<file path="src/rtl/i2c_rank_pkg.sv">
// rtl/i2c_rank_pkg.sv - shared encodings, states and command constants for the I2C ranking-link sequencer
package i2c_rank_pkg;

  typedef enum logic [1:0] {
    OP_START = 2'd0,
    OP_WRITE = 2'd1,
    OP_READ  = 2'd2,
    OP_STOP  = 2'd3
  } bc_op_t;

  localparam logic [1:0] ERR_OK   = 2'b00;
  localparam logic [1:0] ERR_ADDR = 2'b01;
  localparam logic [1:0] ERR_DATA = 2'b10;
  localparam logic [1:0] ERR_TMO  = 2'b11;

  typedef enum logic [3:0] {
    S_IDLE, S_W_START, S_W_ADDR, S_W_BYTE, S_W_STOP,
    S_R_START, S_R_ADDR, S_R_BYTE, S_R_STOP, S_STOP_E, S_DONE
  } state_t;

  localparam logic [6:0] DEF_SLV_ADDR = 7'h55;

  localparam logic [7:0] CMD_FND = 8'h01;
  localparam logic [7:0] CMD_R1A = 8'h11;
  localparam logic [7:0] CMD_R4B = 8'h42;
  localparam logic [7:0] CMD_RD1 = 8'hA1;
  localparam logic [7:0] CMD_RD2 = 8'hA2;
  localparam logic [7:0] CMD_RD3 = 8'hA3;
  localparam logic [7:0] CMD_RD4 = 8'hA4;
  localparam logic [7:0] CMD_RD5 = 8'hA5;

  // Byte sent at frame position idx: command first, then data MSB byte first
  function automatic logic [7:0] frame_byte(input logic [1:0] idx, input logic [7:0] cmd,
                                            input logic [23:0] data);
    case (idx)
      2'd0:    return cmd;
      2'd1:    return data[23:16];
      2'd2:    return data[15:8];
      default: return data[7:0];
    endcase
  endfunction

endpackage

</file>
<file path="src/rtl/i2c_rank_rr_arb.sv">
// rtl/i2c_rank_rr_arb.sv - two-port round-robin arbiter; pointer holds the last granted port
module i2c_rank_rr_arb (
  input  logic clk,
  input  logic reset,
  input  logic en,
  input  logic req0,
  input  logic req1,
  output logic gnt0,
  output logic gnt1
);

  logic ptr;

  always_comb begin
    gnt0 = 1'b0;
    gnt1 = 1'b0;
    if (en && !reset) begin
      if (req0 && req1) begin
        gnt0 = ptr;
        gnt1 = ~ptr;
      end else begin
        gnt0 = req0;
        gnt1 = req1;
      end
    end
  end

  // Reset to port 1 so port 0 wins the first tie
  always_ff @(posedge clk or posedge reset) begin
    if (reset)     ptr <= 1'b1;
    else if (gnt0) ptr <= 1'b0;
    else if (gnt1) ptr <= 1'b1;
  end

endmodule

</file>
<file path="src/rtl/i2c_rank_seq.sv">
// rtl/i2c_rank_seq.sv - two-port I2C frame sequencer driving a byte engine; I2C_RANK_SEQ_RETRY_EN enables NACK restarts
module i2c_rank_seq
  import i2c_rank_pkg::*;
#(
  parameter logic [6:0] SLV_ADDR    = DEF_SLV_ADDR,
  parameter int         RETRY_MAX   = 3,
  parameter int         TIMEOUT_CYC = 4096
) (
  input  logic        clk,
  input  logic        reset,
  input  logic        r0_valid,
  input  logic        r1_valid,
  output logic        r0_ready,
  output logic        r1_ready,
  input  logic [7:0]  r0_cmd,
  input  logic [7:0]  r1_cmd,
  input  logic [23:0] r0_data,
  input  logic [23:0] r1_data,
  input  logic        r0_rd,
  input  logic        r1_rd,
  output logic        done_valid,
  output logic        done_id,
  output logic [1:0]  done_err,
  output logic [31:0] done_rdata,
  output logic        bc_valid,
  input  logic        bc_ready,
  output logic [1:0]  bc_op,
  output logic [7:0]  bc_wdata,
  output logic        bc_nack,
  input  logic        bc_rsp_valid,
  input  logic        bc_rsp_ack_n,
  input  logic [7:0]  bc_rsp_rdata,
  output logic        busy
);

  localparam int TW = $clog2(TIMEOUT_CYC + 1);
  localparam int RW = (RETRY_MAX < 1) ? 1 : $clog2(RETRY_MAX + 1);
  localparam logic [TW-1:0] TMO_LAST = TW'(TIMEOUT_CYC - 1);
`ifdef I2C_RANK_SEQ_RETRY_EN
  localparam bit RETRY_EN = 1'b1;
`else
  localparam bit RETRY_EN = 1'b0;
`endif

  state_t        state, ns;
  logic [1:0]    idx, nidx, err_r, nerr;
  logic [7:0]    cmd_r;
  logic [23:0]   data_r;
  logic          rd_r, id_r;
  logic [31:0]   acc, nacc;
  logic [RW-1:0] retry_cnt;
  logic [TW-1:0] tmo_cnt;
  logic          wait_rsp, hs, rsp, tmo_hit, nack, retry, step;
  logic          gnt0, gnt1;

  i2c_rank_rr_arb u_arb (
    .clk  (clk),
    .reset(reset),
    .en   (state == S_IDLE),
    .req0 (r0_valid),
    .req1 (r1_valid),
    .gnt0 (gnt0),
    .gnt1 (gnt1)
  );

  assign r0_ready = gnt0;
  assign r1_ready = gnt1;
  assign busy     = (state != S_IDLE);

  // Packed {op, wdata, nack} presented when entering state s at byte index i
  function automatic logic [10:0] op_for(input state_t s, input logic [1:0] i);
    case (s)
      S_W_START, S_R_START: return {OP_START, 8'h00, 1'b0};
      S_W_ADDR:             return {OP_WRITE, SLV_ADDR, 1'b0, 1'b0};
      S_R_ADDR:             return {OP_WRITE, SLV_ADDR, 1'b1, 1'b0};
      S_W_BYTE:             return {OP_WRITE, frame_byte(i, cmd_r, data_r), 1'b0};
      S_R_BYTE:             return {OP_READ, 8'h00, (i == 2'd3)};
      default:              return {OP_STOP, 8'h00, 1'b0};
    endcase
  endfunction

  always_comb begin
    hs      = bc_valid & bc_ready;
    rsp     = bc_rsp_valid & (hs | wait_rsp);
    tmo_hit = wait_rsp & ~bc_rsp_valid & (tmo_cnt >= TMO_LAST);
    nack    = bc_rsp_ack_n & (state == S_W_ADDR || state == S_W_BYTE || state == S_R_ADDR);
    retry   = RETRY_EN && (err_r != ERR_TMO) && (retry_cnt < RW'(RETRY_MAX));
    step    = rsp | tmo_hit;
    ns      = state;
    nidx    = idx;
    nerr    = err_r;
    nacc    = acc;
    if (tmo_hit) begin
      nerr = ERR_TMO;
      ns   = (state == S_STOP_E) ? S_DONE : S_STOP_E;
    end else if (rsp) begin
      case (state)
        S_W_START: ns = S_W_ADDR;
        S_W_ADDR: begin
          if (nack) begin nerr = ERR_ADDR; ns = S_STOP_E; end
          else begin ns = S_W_BYTE; nidx = 2'd0; end
        end
        S_W_BYTE: begin
          if (nack)              begin nerr = ERR_DATA; ns = S_STOP_E; end
          else if (idx == 2'd3)  ns = S_W_STOP;
          else                   nidx = idx + 2'd1;
        end
        S_W_STOP:  ns = rd_r ? S_R_START : S_DONE;
        S_R_START: ns = S_R_ADDR;
        S_R_ADDR: begin
          if (nack) begin nerr = ERR_ADDR; ns = S_STOP_E; end
          else begin ns = S_R_BYTE; nidx = 2'd0; end
        end
        S_R_BYTE: begin
          nacc = {acc[23:0], bc_rsp_rdata};
          if (idx == 2'd3) ns = S_R_STOP;
          else             nidx = idx + 2'd1;
        end
        S_R_STOP:  ns = S_DONE;
        S_STOP_E:  ns = retry ? S_W_START : S_DONE;
        default:   ns = state;
      endcase
    end
  end

  always_ff @(posedge clk or posedge reset) begin
    if (reset) begin
      state      <= S_IDLE;
      idx        <= 2'd0;
      err_r      <= ERR_OK;
      cmd_r      <= 8'h00;
      data_r     <= 24'h0;
      rd_r       <= 1'b0;
      id_r       <= 1'b0;
      acc        <= 32'h0;
      retry_cnt  <= '0;
      tmo_cnt    <= '0;
      wait_rsp   <= 1'b0;
      bc_valid   <= 1'b0;
      bc_op      <= 2'd0;
      bc_wdata   <= 8'h00;
      bc_nack    <= 1'b0;
      done_valid <= 1'b0;
      done_id    <= 1'b0;
      done_err   <= 2'b00;
      done_rdata <= 32'h0;
    end else begin
      done_valid <= 1'b0;
      case (state)
        S_IDLE: begin
          if (gnt0 || gnt1) begin
            id_r      <= gnt1;
            cmd_r     <= gnt1 ? r1_cmd : r0_cmd;
            data_r    <= gnt1 ? r1_data : r0_data;
            rd_r      <= gnt1 ? r1_rd : r0_rd;
            err_r     <= ERR_OK;
            acc       <= 32'h0;
            idx       <= 2'd0;
            retry_cnt <= '0;
            wait_rsp  <= 1'b0;
            state     <= S_W_START;
            {bc_op, bc_wdata, bc_nack} <= {OP_START, 8'h00, 1'b0};
            bc_valid  <= 1'b1;
          end
        end
        S_DONE: state <= S_IDLE;
        default: begin
          if (hs) begin
            bc_valid <= 1'b0;
            wait_rsp <= 1'b1;
            tmo_cnt  <= '0;
          end else if (wait_rsp && tmo_cnt != {TW{1'b1}}) begin
            tmo_cnt <= tmo_cnt + 1'b1;
          end
          if (step) begin
            state    <= ns;
            idx      <= nidx;
            err_r    <= nerr;
            acc      <= nacc;
            wait_rsp <= 1'b0;
            if (ns == S_DONE) begin
              done_valid <= 1'b1;
              done_id    <= id_r;
              done_err   <= nerr;
              done_rdata <= (nerr == ERR_OK && rd_r) ? nacc : 32'h0;
            end else begin
              {bc_op, bc_wdata, bc_nack} <= op_for(ns, nidx);
              bc_valid <= 1'b1;
            end
            // A restart replays the whole transaction from a clean slate
            if (state == S_STOP_E && ns == S_W_START) begin
              retry_cnt <= retry_cnt + 1'b1;
              err_r     <= ERR_OK;
              acc       <= 32'h0;
              idx       <= 2'd0;
            end
          end
        end
      endcase
    end
  end

endmodule

</file>
<file path="config.mk">
export PLATFORM = sky130hd
export DESIGN_NAME = i2c_rank_seq
export DESIGN_NICKNAME = d
export VERILOG_FILES = /design/src/rtl/i2c_rank_pkg.sv /design/src/rtl/i2c_rank_rr_arb.sv /design/src/rtl/i2c_rank_seq.sv
export SDC_FILE = /design/constraint.sdc
export NUM_CORES = 1
export LEC_CHECK = 0
export ABC_AREA = 1
export BUFFER_PORTS_ARGS = -buffer_cell sky130_fd_sc_hd__buf_2
export CAP_MARGIN = 10
export CORE_MARGIN = 2
export CORE_UTILIZATION = 56
export DETAILED_ROUTE_END_ITERATION = 10
export HOLD_SLACK_MARGIN = 0.06
export PLACE_DENSITY = 0.78
export SYNTH_ARGS = -nofsm -noshare
export SYNTH_HDL_FRONTEND = slang
export SYNTH_SLANG_ARGS = --single-unit
</file>
<file path="constraint.sdc">
create_clock -name clk -period 5.3 [get_ports clk]
set_input_delay 0.53 -clock clk [delete_from_list [all_inputs] [get_ports clk]]
set_output_delay 0.53 -clock clk [all_outputs]
set_load 0.1 [all_outputs]
</file>
After elaboration in Yosys (flattened, before gate mapping):

Cells that the tools add are included.

* register bits after elaboration: 137
* output and inout port bits: 51
* logic and storage cells: 161

* add/sub/neg operators: 2
* order comparisons: 1
* eq/ne operators: 24
* mux-type cells: 74
* bitwise operators: 11
* reductions and logical operators: 30

Operator list (count)
* 2-to-1 mux 32 bit: 7
* one-hot mux 32 bit (2 select lines): 1
* one-hot mux 11 bit (5 select lines): 1
* 2-to-1 mux 4 bit: 10
* 2-to-1 mux 2 bit: 17
* 2-to-1 mux 8 bit: 4
* one-hot mux 4 bit (8 select lines): 1
* == test 4 x 3 -> 1 bit (second input constant): 7
* 2-to-1 mux 13 bit: 2
* 2-to-1 mux 24 bit: 1
* one-hot mux 8 bit (3 select lines): 1
* 2-to-1 mux 1 bit: 19
* == test 4 x 2 -> 1 bit (second input constant): 4
* == test 4 bit (second input constant): 4
* one-hot mux 2 bit (2 select lines): 4
* one-hot mux 8 bit (2 select lines): 1
* adder 13 x 1 -> 13 bit (second input constant): 1
* >= comparator 13 x 12 -> 1 bit (second input constant): 1
* != test 13 bit (second input constant): 1
* AND reduction 3 bit: 3
* == test 4 x 1 -> 1 bit (second input constant): 2
* one-hot mux 4 bit (2 select lines): 1
* AND reduction 2 bit: 4
* OR reduction 2 bit: 4
* 19 further kinds: 41

Longest topological paths before layout:

Gate-level depths: netlist (run 1).

* depth in word-level cells: 14
* gate-level depth with buffers: 16

Cells and area by module:

Synthesis (run 1) repeated with hierarchy kept, for this count alone.

* cell total of the unflattened synthesis: 938
* area total of the unflattened synthesis: 7597.3 um^2

Modules (own cells, without submodules)
* i2c_rank_seq: instances 1, cells each 925, area an instance 7522.2 um^2, sequential area each 3403.3 um^2
* i2c_rank_rr_arb: instances 1, cells each 13, area an instance 75.1 um^2, sequential area each 26.3 um^2

Worst setup path before layout (run 1):

Ideal clock, no wire load.

* path type: reg2out
* start: register state[3]
* end: output port r1_ready
* data arrival time: 2800 ps
* data required time: 4770 ps
* setup slack: 1970 ps
* cell stages (with the launch flop): 7
* buffers on the path: 1
* cells stage by stage: dfrtp_1 > nor2_2 > nand3_2 > nor2_2 > nand2_1 > a21oi_4 > clkbuf_1

* word-level cells in the longest chain between the ends: 3

Ends and longest elaborated chain
* start: declaration: RTL line i2c_rank_seq.sv:45 `state_t state, ns;`
* start signal: assignment: RTL line i2c_rank_seq.sv:176 `state <= ns;`
* logical NOT 4 bit: RTL line i2c_rank_seq.sv:59 `.en (state == S_IDLE),`
* logical AND 1 bit: RTL line i2c_rank_rr_arb.sv:17 `if (en && !reset) begin`
* 2-to-1 mux 1 bit: RTL line i2c_rank_rr_arb.sv:17
* end: declaration: RTL line i2c_rank_seq.sv:14 `output logic r1_ready,`

Every way passes these cells.

Worst setup path after layout (run 1):

* start: register tmo_cnt[0]
* end: register done_err[1]

* word-level cells in the longest chain between the ends: 5
* elaborated cells between the ends (all ways): 7

Ends and longest elaborated chain
* start: declaration: RTL line i2c_rank_seq.sv:52 `logic [TW-1:0] tmo_cnt;`
* start signal: assignment: RTL line i2c_rank_seq.sv:173 `tmo_cnt <= tmo_cnt + 1'b1;`
* >= comparator 13 x 12 -> 1 bit *: RTL line i2c_rank_seq.sv:85 `tmo_hit = wait_rsp & ~bc_rsp_valid & (tmo_cnt >= TMO_LAST);`
* AND 1 bit *: RTL line i2c_rank_seq.sv:85
* 2-to-1 mux 4 bit: RTL line i2c_rank_seq.sv:93 `if (tmo_hit) begin`
* == test 4 bit: RTL line i2c_rank_seq.sv:181 `if (ns == S_DONE) begin`
* AND reduction 3 bit (no line)
* end signal: assignment: RTL line i2c_rank_seq.sv:184 `done_err <= nerr;`
* end: declaration: RTL line i2c_rank_seq.sv:23 `output logic [1:0] done_err,`

Mark *: on every way between the ends. The rest lies on a longest branch, timed or not.
A chain may end at the register's enable or synchronous reset.

==> results of run 1 <==
## layer usage
metal | up-vias | share of wire [%] | GRT usage (%)
met3 | 45 | 5.9 | 5.54
met1 | 2986 | 45 | 36.4
li1 | 3223 | - | -
met2 | 244 | 46 | 43.2
met4 | 0 | 3.3 | 13.0
met5 | - | 0 | 0
## flip-flops by register name, summed over array words and instances (netlist names), 2 cells and up
signal and count:
tmo_cnt 13, bc_wdata 8, idx 2, err_r 2
bc_op 2, state 4, done_err 2, done_rdata 32
data_r 24, cmd_r 8, acc 32
## synthesized netlist by cell type, types with 6 or more instances
master	count	share of area [%]
o22ai_1	19	1.7
nand3_2	6	0.86
o21ai_1	6	0.43
nand3_1	41	2.9
inv_2	9	0.48
inv_1	88	4.7
nor2_2	7	0.62
buf_2	14	1.0
nand2_1	322	17
o21ai_0	52	3.7
clkbuf_1	16	0.86
nand4_1	18	1.6
nor2_1	99	5.3
nand2_2	8	0.71
a31oi_1	36	3.2
a21oi_1	27	1.9
dfrtp_1	136	49
## power by group through the flow
stage | registers [mW] | logic, mW | clock network, mW
final | 1.14 | 0.384 | 1.21
after global routing | 1.14 | 0.426 | 1.27
after CTS | 1.14 | 0.388 | 1.22
after detailed placement | 1.16 | 0.383 | 0
after global placement | 1.16 | 0.377 | 0
after floorplan | 1.22 | 0.216 | 0
## path summary, 6_finish.rpt
path / startpoint / end / cells past startpoint
worst min register to register: done_rdata[27] / done_rdata[27] / 2
worst max-delay path: tmo_cnt[0] / done_err[1] / 13
max in group asynchronous: reset / done_rdata[27] / 3
min in group clk: r1_rd / rd_r / 3
worst min-delay path: reset / rd_r / 2
worst max register to register: tmo_cnt[0] / done_err[1] / 13
## cell families (layout without fill, tap and decap cells)
logic type / count (synthesis) / count (layout) / synth area share, %
DFF: 137 / 137 / 48.9
adders and majority gates: 1 / 1 / 0.179
and+or+nand+nor: 512 / 512 / 30.7
AOI/OAI and AO/OA: 145 / 145 / 11.7
xor gates and xnor gates: 1 / 1 / 0.125
buffers and inverters: 139 / 265 / 8.41
## final cells by class
class	count	area [um^2]	area share (%)
Clock buffer	24	492	5.93
Timing Repair Buffer	134	678	8.17
Multi-Input combinational cell	659	2990	36.1
Inverter	100	382	4.60
Clock inverter	7	115	1.39
Sequential cell	137	3430	41.3
Tap cell	168	210	2.53
==> impl_metrics.tcl, run 1 <==
set metrics [dict create \
    cp.arrival_ns 3.66 \
    final_cell_mix "nand2_1, dfrtp_1, buf_2" \
    dp.cells 1198 \
    fin_total_pwr_mw 2.74 \
    port_buffers 131 \
    synth_nets 1017 \
    powerDensity_mw_per_mm2 330 \
    cts_inserted_buffers 17 \
    via_count 6498 \
    crit_type "flop to flop" \
    crit_required_ns 5.60 \
    crit_slowest_cell "nand2_1" \
    cts_setup_buffers 0 \
    post-route-util_pct 68.5 \
    cts_sinks 137 \
    root_buffer "clkbuf_16" \
    post_drt_wl_per_cell_um 13.9 \
    rsz0062_at_grt "false" \
    grt_pass1_vias 6282 \
    dp_slack_ns 1.90 \
    ant_nets 0 \
    htreeDepth 4 \
    synth_seq_area_share_pct 48.9 \
    synth_edf_count 0 \
    io_pins 132 \
    initialDrtViolationCount 574 \
    grt_overflow_total 0 \
    nNetsFinal 1131 \
    fill_cells 1036 \
    yosysWarnings 0 \
    hold_slack_ns 0.269 \
    final_cells 1229 \
    netlist_instances 935 \
    drive_gt1_share_pct 19.2 \
    synth_ff_type "dfrtp_1" \
    internal_power_mw 1.98 \
    synth.distinct_cells 36 \
    vias_per_cell 5.29 \
    worst_slew_pin_slew_ns 1.11 \
    fin_skew_ns 0.00685 \
    grt_max_degree 95 \
    critical_path.max_fanout 36 \
    die_w_um 116 \
    cp_slowest_stage_delay_ns 0.82 \
    worstSkewPairLatency_ns 0.42 \
    drtPass1Iterations 5 \
    setup_viol 0 \
    coreArea_mm2 0.0121 \
    placed_area_mm2 0.00769 \
    clk_pin_slew_ns 0.06 \
    final_area_mm2 0.00830 \
    ctsHoldBuffers 0 \
    die_h_um 116 \
    async_flop_share_pct 100 \
    die_area_mm2 0.0134 \
    grt_pass1_wl_um 29000 \
    final_common_cell "nand2_1" \
    drc_errors 0 \
    path_cells "ha_1, nand3_1, inv_1, nand3_1, nand3_1, nand2_2, nand2_1, nand2_1, buf_4, inv_1, nand2_1, nand2_1, nand2_1" \
    cp-end-kind "flop" \
    initial_core_util_pct 57.9 \
    hp-class "input port to async pin" \
    fin_crit_ns 3.36 \
    fin_ws_ns 1.94 \
    cap_violations 0 \
    swShare_pct 27.7 \
    dpl.hpwl_um 11700 \
    cts_buffer_depth 2 \
    status "complete, no violations" \
    diodes 0 \
    grt_util_all_layers_pct 27.3 \
    syn_area_mm2 0.00701 \
    hold_viol_final 0 \
    slew_headroom_pct 26.1 \
    grt_antenna_before_repair 0 \
    p_leak_nw 4.62 \
    p_comb_share_pct 14.0 \
    drt-total-wl_um 17000 \
    power.share.clock_pct 44.3 \
    cts_tree "yes" \
    period_share_pct 63.5 \
    tns_ns 0 \
    cp-start-kind "flop" \
    cpMostUsedCell "nand2_1" \
    gp_congestion 0.942 \
    cp_top_family "simple AND/OR/NAND/NOR gates" \
    p_sw_mw 0.757 \
    post_synth.cell_area_avg_um2 7.50 \
    p_seq_share_pct 41.7 \
    ys_ff_latch 137 \
    fmax_ghz 0.297 \
    post_cts_resized 0 \
    r2r_setup_slack_ns 1.94 \
    slew_viol_final 0 \
    critPathBufInv 3 \
    rows 40 \
    area_growth_pct 18.4 \
    vdd_drop_max_mv 0.236 \
]
(Power assumes the default switching activity.)
==> run 2: changes to the inputs <==
- ABC_AREA: 1 -> 0
- CORE_UTILIZATION: 56 -> 55
- clock period: 5.3 -> 3.5 ns (I/O delays scaled with it)
==> run 2 against run 1 <==
Setup slack lost 1.6 ns. Non-clock buffer count up 17. Largest cell class unchanged. Register-to-register slack got worse by 1.6 ns. First-iteration DRC count is 20% lower. Utilization shrank 0.55 points. Synthesized cell count down 26%.
==> impl_metrics.tcl, run 2 <==
set metrics [dict create \
    nNetsFinal 894 \
    synth_seq_area_share_pct 51.9 \
    drive_gt1_share_pct 25.1 \
    internal_power_mw 3.89 \
    grt_pass1_wl_um 27800 \
    diodes 0 \
    async_flop_share_pct 100 \
    worstSkewPairLatency_ns 0.43 \
    cts_inserted_buffers 17 \
    crit_required_ns 3.81 \
    synth_ff_type "dfrtp_1" \
    slew_viol_final 0 \
    synth.distinct_cells 67 \
    cap_violations 0 \
    powerDensity_mw_per_mm2 799 \
    cts_setup_buffers 0 \
    vdd_drop_max_mv 0.425 \
    slew_headroom_pct 46.1 \
    netlist_instances 688 \
    post_drt_wl_per_cell_um 17.3 \
    multiInputGateArea_mm2 0.00294 \
    hold_viol_final 0 \
    synth_xor_area_share_pct 0.928 \
    clk_pin_slew_ns 0.06 \
    root_buffer "clkbuf_16" \
    cp.arrival_ns 3.52 \
    period_share_pct 91.7 \
    final_cell_mix "nand2_1, dfrtp_1, buf_2" \
    p_comb_share_pct 35.1 \
    netlist.area_leader.share_pct 51.5 \
    area_growth_pct 22.0 \
    via_count 5724 \
    cp-end-kind "flop" \
    cp_slowest_stage_delay_ns 0.54 \
    grt_max_degree 71 \
    p_sw_mw 2.56 \
    swShare_pct 39.7 \
    initialDrtViolationCount 462 \
    coreArea_mm2 0.0119 \
    p_seq_share_pct 35.3 \
    setup_viol 0 \
    worst_slew_pin_slew_ns 0.802 \
    crit_slowest_cell "dfrtp_1" \
    die_area_mm2 0.0129 \
    power.share.clock_pct 29.5 \
    grt_overflow_total 0 \
    critical_path.max_fanout 36 \
    fin_skew_ns 0.0108 \
    rows 40 \
    seq_area_mm2 0.00343 \
    synthTopCellsByArea "dfrtp_1, nand2_1, a22o_1" \
    grt_util_all_layers_pct 27.3 \
    yosysWarnings 0 \
    initial_core_util_pct 55.7 \
    synth_edf_count 0 \
    post_synth.cell_area_avg_um2 9.60 \
    fill_cells 912 \
    drtPass1Iterations 5 \
    drt-total-wl_um 16800 \
    port_buffers 131 \
    p_leak_nw 4.04 \
    rsz0062_at_grt "false" \
    synth_compound_area_share_pct 21.7 \
    ant_nets 0 \
    placed_area_mm2 0.00742 \
    grt_antenna_before_repair 0 \
    yosys.area_share.simple_pct 18.1 \
    cts_sinks 137 \
    cts_buffer_depth 2 \
    syn_area_mm2 0.00661 \
    path_cells "nor4_4, inv_2, nand4_4, o21ai_2, o21a_1, o32a_4, or4_1, buf_4, mux2_1" \
    vias_per_cell 5.89 \
    synth_fa_ha_area_share_pct 0.189 \
    die_h_um 114 \
    cts_tree "yes" \
    drc_errors 0 \
    synth_top_family_by_area "compound AO/OA/AOI/OAI gates" \
    hold_slack_ns 0.141 \
    muxShareOfSynthArea_pct 3.37 \
    synth_commonest_cells "nand2_1, dfrtp_1, nor2_1, a21oi_1, a31oi_1" \
    io_pins 132 \
    fin_crit_ns 3.21 \
    final_area_mm2 0.00806 \
    htreeDepth 4 \
    synth_nets 770 \
    dpl.hpwl_um 11400 \
    fmax_ghz 0.312 \
    grt_pass1_vias 5622 \
    final_common_cell "nand2_1" \
    status "complete, no violations" \
    yosys.area.top_type "dfrtp_1" \
    hp-class "input port to flop" \
    die_w_um 114 \
    reg.largest.list "acc x32, done_rdata x32, data_r x24" \
    gp_congestion 0.887 \
    crit_type "flop to flop" \
    tns_ns 0 \
    r2r_setup_slack_ns 0.29 \
    cp-start-kind "flop" \
    ys_ff_latch 137 \
    yosysMostFrequentCell "nand2_1" \
]
-- run 2: metal layers --
layer  track usage, %  share of wire [%]
met5                0                  0
met4             11.2                2.8
met3             5.69                4.9
met2             41.5                 47
met1             38.7                 46
-- run 2: kinds of logic after synthesis --
group,after synthesis
AO/OA/AOI/OAI,203
XOR/XNOR,7
AND/OR/NAND/NOR,269
flip-flops,137
adder cells (fa/ha/maj),1
buffers and inverters,58
multiplexers,13
-- run 2: final cells by class --
class | count | share of cell area [%]
clock buffers | 17 | 5.28
clock inverters | 15 | 2.45
inverters | 12 | 0.605
multi-input cells | 493 | 36.5
flip-flops and latches | 137 | 42.5
well taps | 147 | 2.28
repair buffers | 151 | 10.4
-- run 2: worst paths after layout --
check	end	depth (start not counted)	from
min in group asynchronous	tmo_cnt[0]	3	reset
max	done_id	9	state[3]
min reg2reg	acc[25]	1	acc[25]
max in group asynchronous	done_rdata[5]	4	reset
max reg2reg	done_id	9	state[3]
min	u_arb.ptr	2	r0_valid
-- run 2: power groups by stage --
| stage | clock (mW) | combinational (mW) | sequential [mW] |
|---|---|---|---|
| floorplan | 0 | 1.39 | 2.56 |
| global placement | 0 | 2.20 | 2.27 |
| detailed placement | 0 | 2.23 | 2.30 |
| CTS | 1.91 | 2.26 | 2.27 |
| global route | 1.99 | 2.45 | 2.33 |
| finish | 1.90 | 2.27 | 2.28 |
-- run 2: through the flow --
step / cells / utilization, % / total power [mW] / setup WS [ns]
finish: 972 / 68.0 / 6.44 / 0.290
CTS: 972 / 67.9 / 6.44 / 0.343
detailed placement: 939 / 62.6 / 4.53 / 0.346
global route: 972 / 68.0 / 6.76 / 0.123
floorplan: 688 / - / 3.95 / 0.185
global placement: 939 / 62.6 / 4.47 / 0.415
-- run 2: worst max-delay path, delay by kind of cell (launching register included) --
kind                   cells  cell delay (ns)
AOI/OAI and AO/OA          3             0.63
and+or+nand+nor            3             1.12
muxes                      1             0.36
DFF                        1             0.54
buffers and inverters      2             0.44
-- run 2: what timing repair did --
item | in CTS | in global routing
hold buffers | 1 | 0
resized for setup | 0 | 0
hold endpoints to repair | 26 | 0
==> run 3: changes to the inputs <==
- CORE_ASPECT_RATIO: default -> 2
==> run 3 against run 2 <==
Clock skew increased by 0.0016 ns. Clock power down 9%. Final cell count stayed put. Combinational power barely moved. Via count is 1.3% higher. Wire length increased by 4.5%. Highest routed layer unchanged.
==> impl_metrics.tcl, run 3 (synthesis gave the netlist of run 2 again) <==
set metrics [dict create \
    rsz0062_at_grt "false" \
    timing.rr.end "done_id" \
    drc_errors 0 \
    nNetsFinal 896 \
    gp_congestion 0.918 \
    setup_viol 0 \
    worstSkewPairLatency_ns 0.43 \
    root_buffer "clkbuf_16" \
    post_drt_wl_per_cell_um 18.1 \
    swShare_pct 42.2 \
    p_comb_share_pct 36.4 \
    final_cell_mix "nand2_1, dfrtp_1, buf_2" \
    cts_setup_buffers 0 \
    die_h_um 159 \
    drive_gt1_share_pct 25.3 \
    rows 56 \
    fmax_ghz 0.314 \
    p_leak_nw 4.02 \
    drtPass1Iterations 5 \
    seq_area_mm2 0.00343 \
    placed_area_mm2 0.00744 \
    internal_power_mw 3.65 \
    cp-end-kind "output pin" \
    rr_startpoint "state[3]" \
    r2r_cells 9 \
    post_cts_resized 0 \
    critical_path.max_fanout 25 \
    ant_nets 0 \
    cts_buffer_depth 2 \
    cap_violations 0 \
    hp-class "input port to async pin" \
    cts_tree "yes" \
    die_w_um 81.5 \
    vias_per_cell 5.97 \
    grt_max_degree 107 \
    fill_cells 918 \
    period_share_pct 91.0 \
    initialDrtViolationCount 258 \
    clk_pin_slew_ns 0.07 \
    p_seq_share_pct 36.2 \
    final_common_cell "nand2_1" \
    r2r_setup_slack_ns 0.34 \
    die_area_mm2 0.0130 \
    htreeDepth 4 \
    cp.arrival_ns 2.83 \
    worst_slew_pin_slew_ns 0.694 \
    drt-total-wl_um 17600 \
    port_buffers 131 \
    initial_core_util_pct 56.4 \
    power.share.clock_pct 27.4 \
    io_pins 132 \
    diodes 0 \
    final_area_mm2 0.00801 \
    reg.largest.list "acc x32, done_rdata x32, data_r x24" \
    hold_viol_final 0 \
    cp-start-kind "flop" \
    p_sw_mw 2.67 \
    crit_type "flop to output pin" \
    area_growth_pct 21.3 \
    grt_antenna_before_repair 0 \
    fin_skew_ns 0.0124 \
    powerDensity_mw_per_mm2 790 \
    slew_headroom_pct 53.3 \
    multiInputGateArea_mm2 0.00293 \
    hold_slack_ns 0.0843 \
    coreArea_mm2 0.0117 \
    grt_util_all_layers_pct 28.4 \
    grt_pass1_vias 5830 \
    fin_crit_ns 3.18 \
    grt_overflow_total 0 \
    tns_ns 0 \
    grt_pass1_wl_um 28300 \
    slew_viol_final 0 \
    cts_inserted_buffers 17 \
    dpl.hpwl_um 12800 \
    via_count 5799 \
    ctsHoldBuffers 0 \
    status "complete, no violations" \
    cts_sinks 137 \
    crit_required_ns 3.15 \
    vdd_drop_max_mv 0.616 \
]
## run 3: cell types whose count changed in the layout (fill, tap and decap cells not counted), sizes merged
cell,before,now
buf,150,153
clkinvlp,4,3
inv,12,21
bufinv,4,0
clkinv,7,3
dlygate4sd3,1,0
## run 3: worst max-delay path by stage
stage | from | end | cells past startpoint
2_1_floorplan | state[0] | r0_ready | 6
3_3_place_gp | state[3] | done_id | 9
3_5_place_dp | state[3] | done_id | 9
4_1_cts | state[3] | r1_ready | 6
5_1_grt | state[3] | r1_ready | 6
6_report | state[3] | r1_ready | 6
## run 3: per-stage QoR
stage               util, %  power (mW)  setup slack (ns)  instances
global route           68.5        6.63            0.0974        972
CTS                    68.5        6.33             0.311        972
global placement       63.6        4.54             0.407        940
finish                 68.5        6.33             0.316        972
floorplan                 -        3.95             0.185        688
detailed placement     63.6        4.61             0.343        940
## run 3: metal layers
layer	vias up	track usage, %	share of wire [%]
met5	-	0	0
met2	205	49.7	55
met1	2831	30.2	36
met3	53	5.56	4.5
li1	2710	-	-
met4	0	17.2	5.3
## run 3: final cells by class
type	instances	share of cell area, %
inverter	12	0.609
multi-input combinational	493	36.6
tap	145	2.26
timing repair buffer	153	10.6
clock inverter	15	1.80
sequential	137	42.8
clock buffer	17	5.31
## run 3: power by group through the flow
stage	clock network [mW]	logic (mW)	registers, mW
floorplan	0	1.39	2.56
global placement	0	2.25	2.29
detailed placement	0	2.30	2.31
CTS	1.74	2.30	2.29
global route	1.81	2.48	2.33
finish	1.73	2.30	2.29
## run 3: critical path, stage by stage (launching register included)
cell and delay, ns:
dfrtp_1 0.55, nor4_4 0.45, inv_2 0.14, nor2_1 0.41
nand3_1 0.18, clkinv_1 0.43, buf_12 0.24
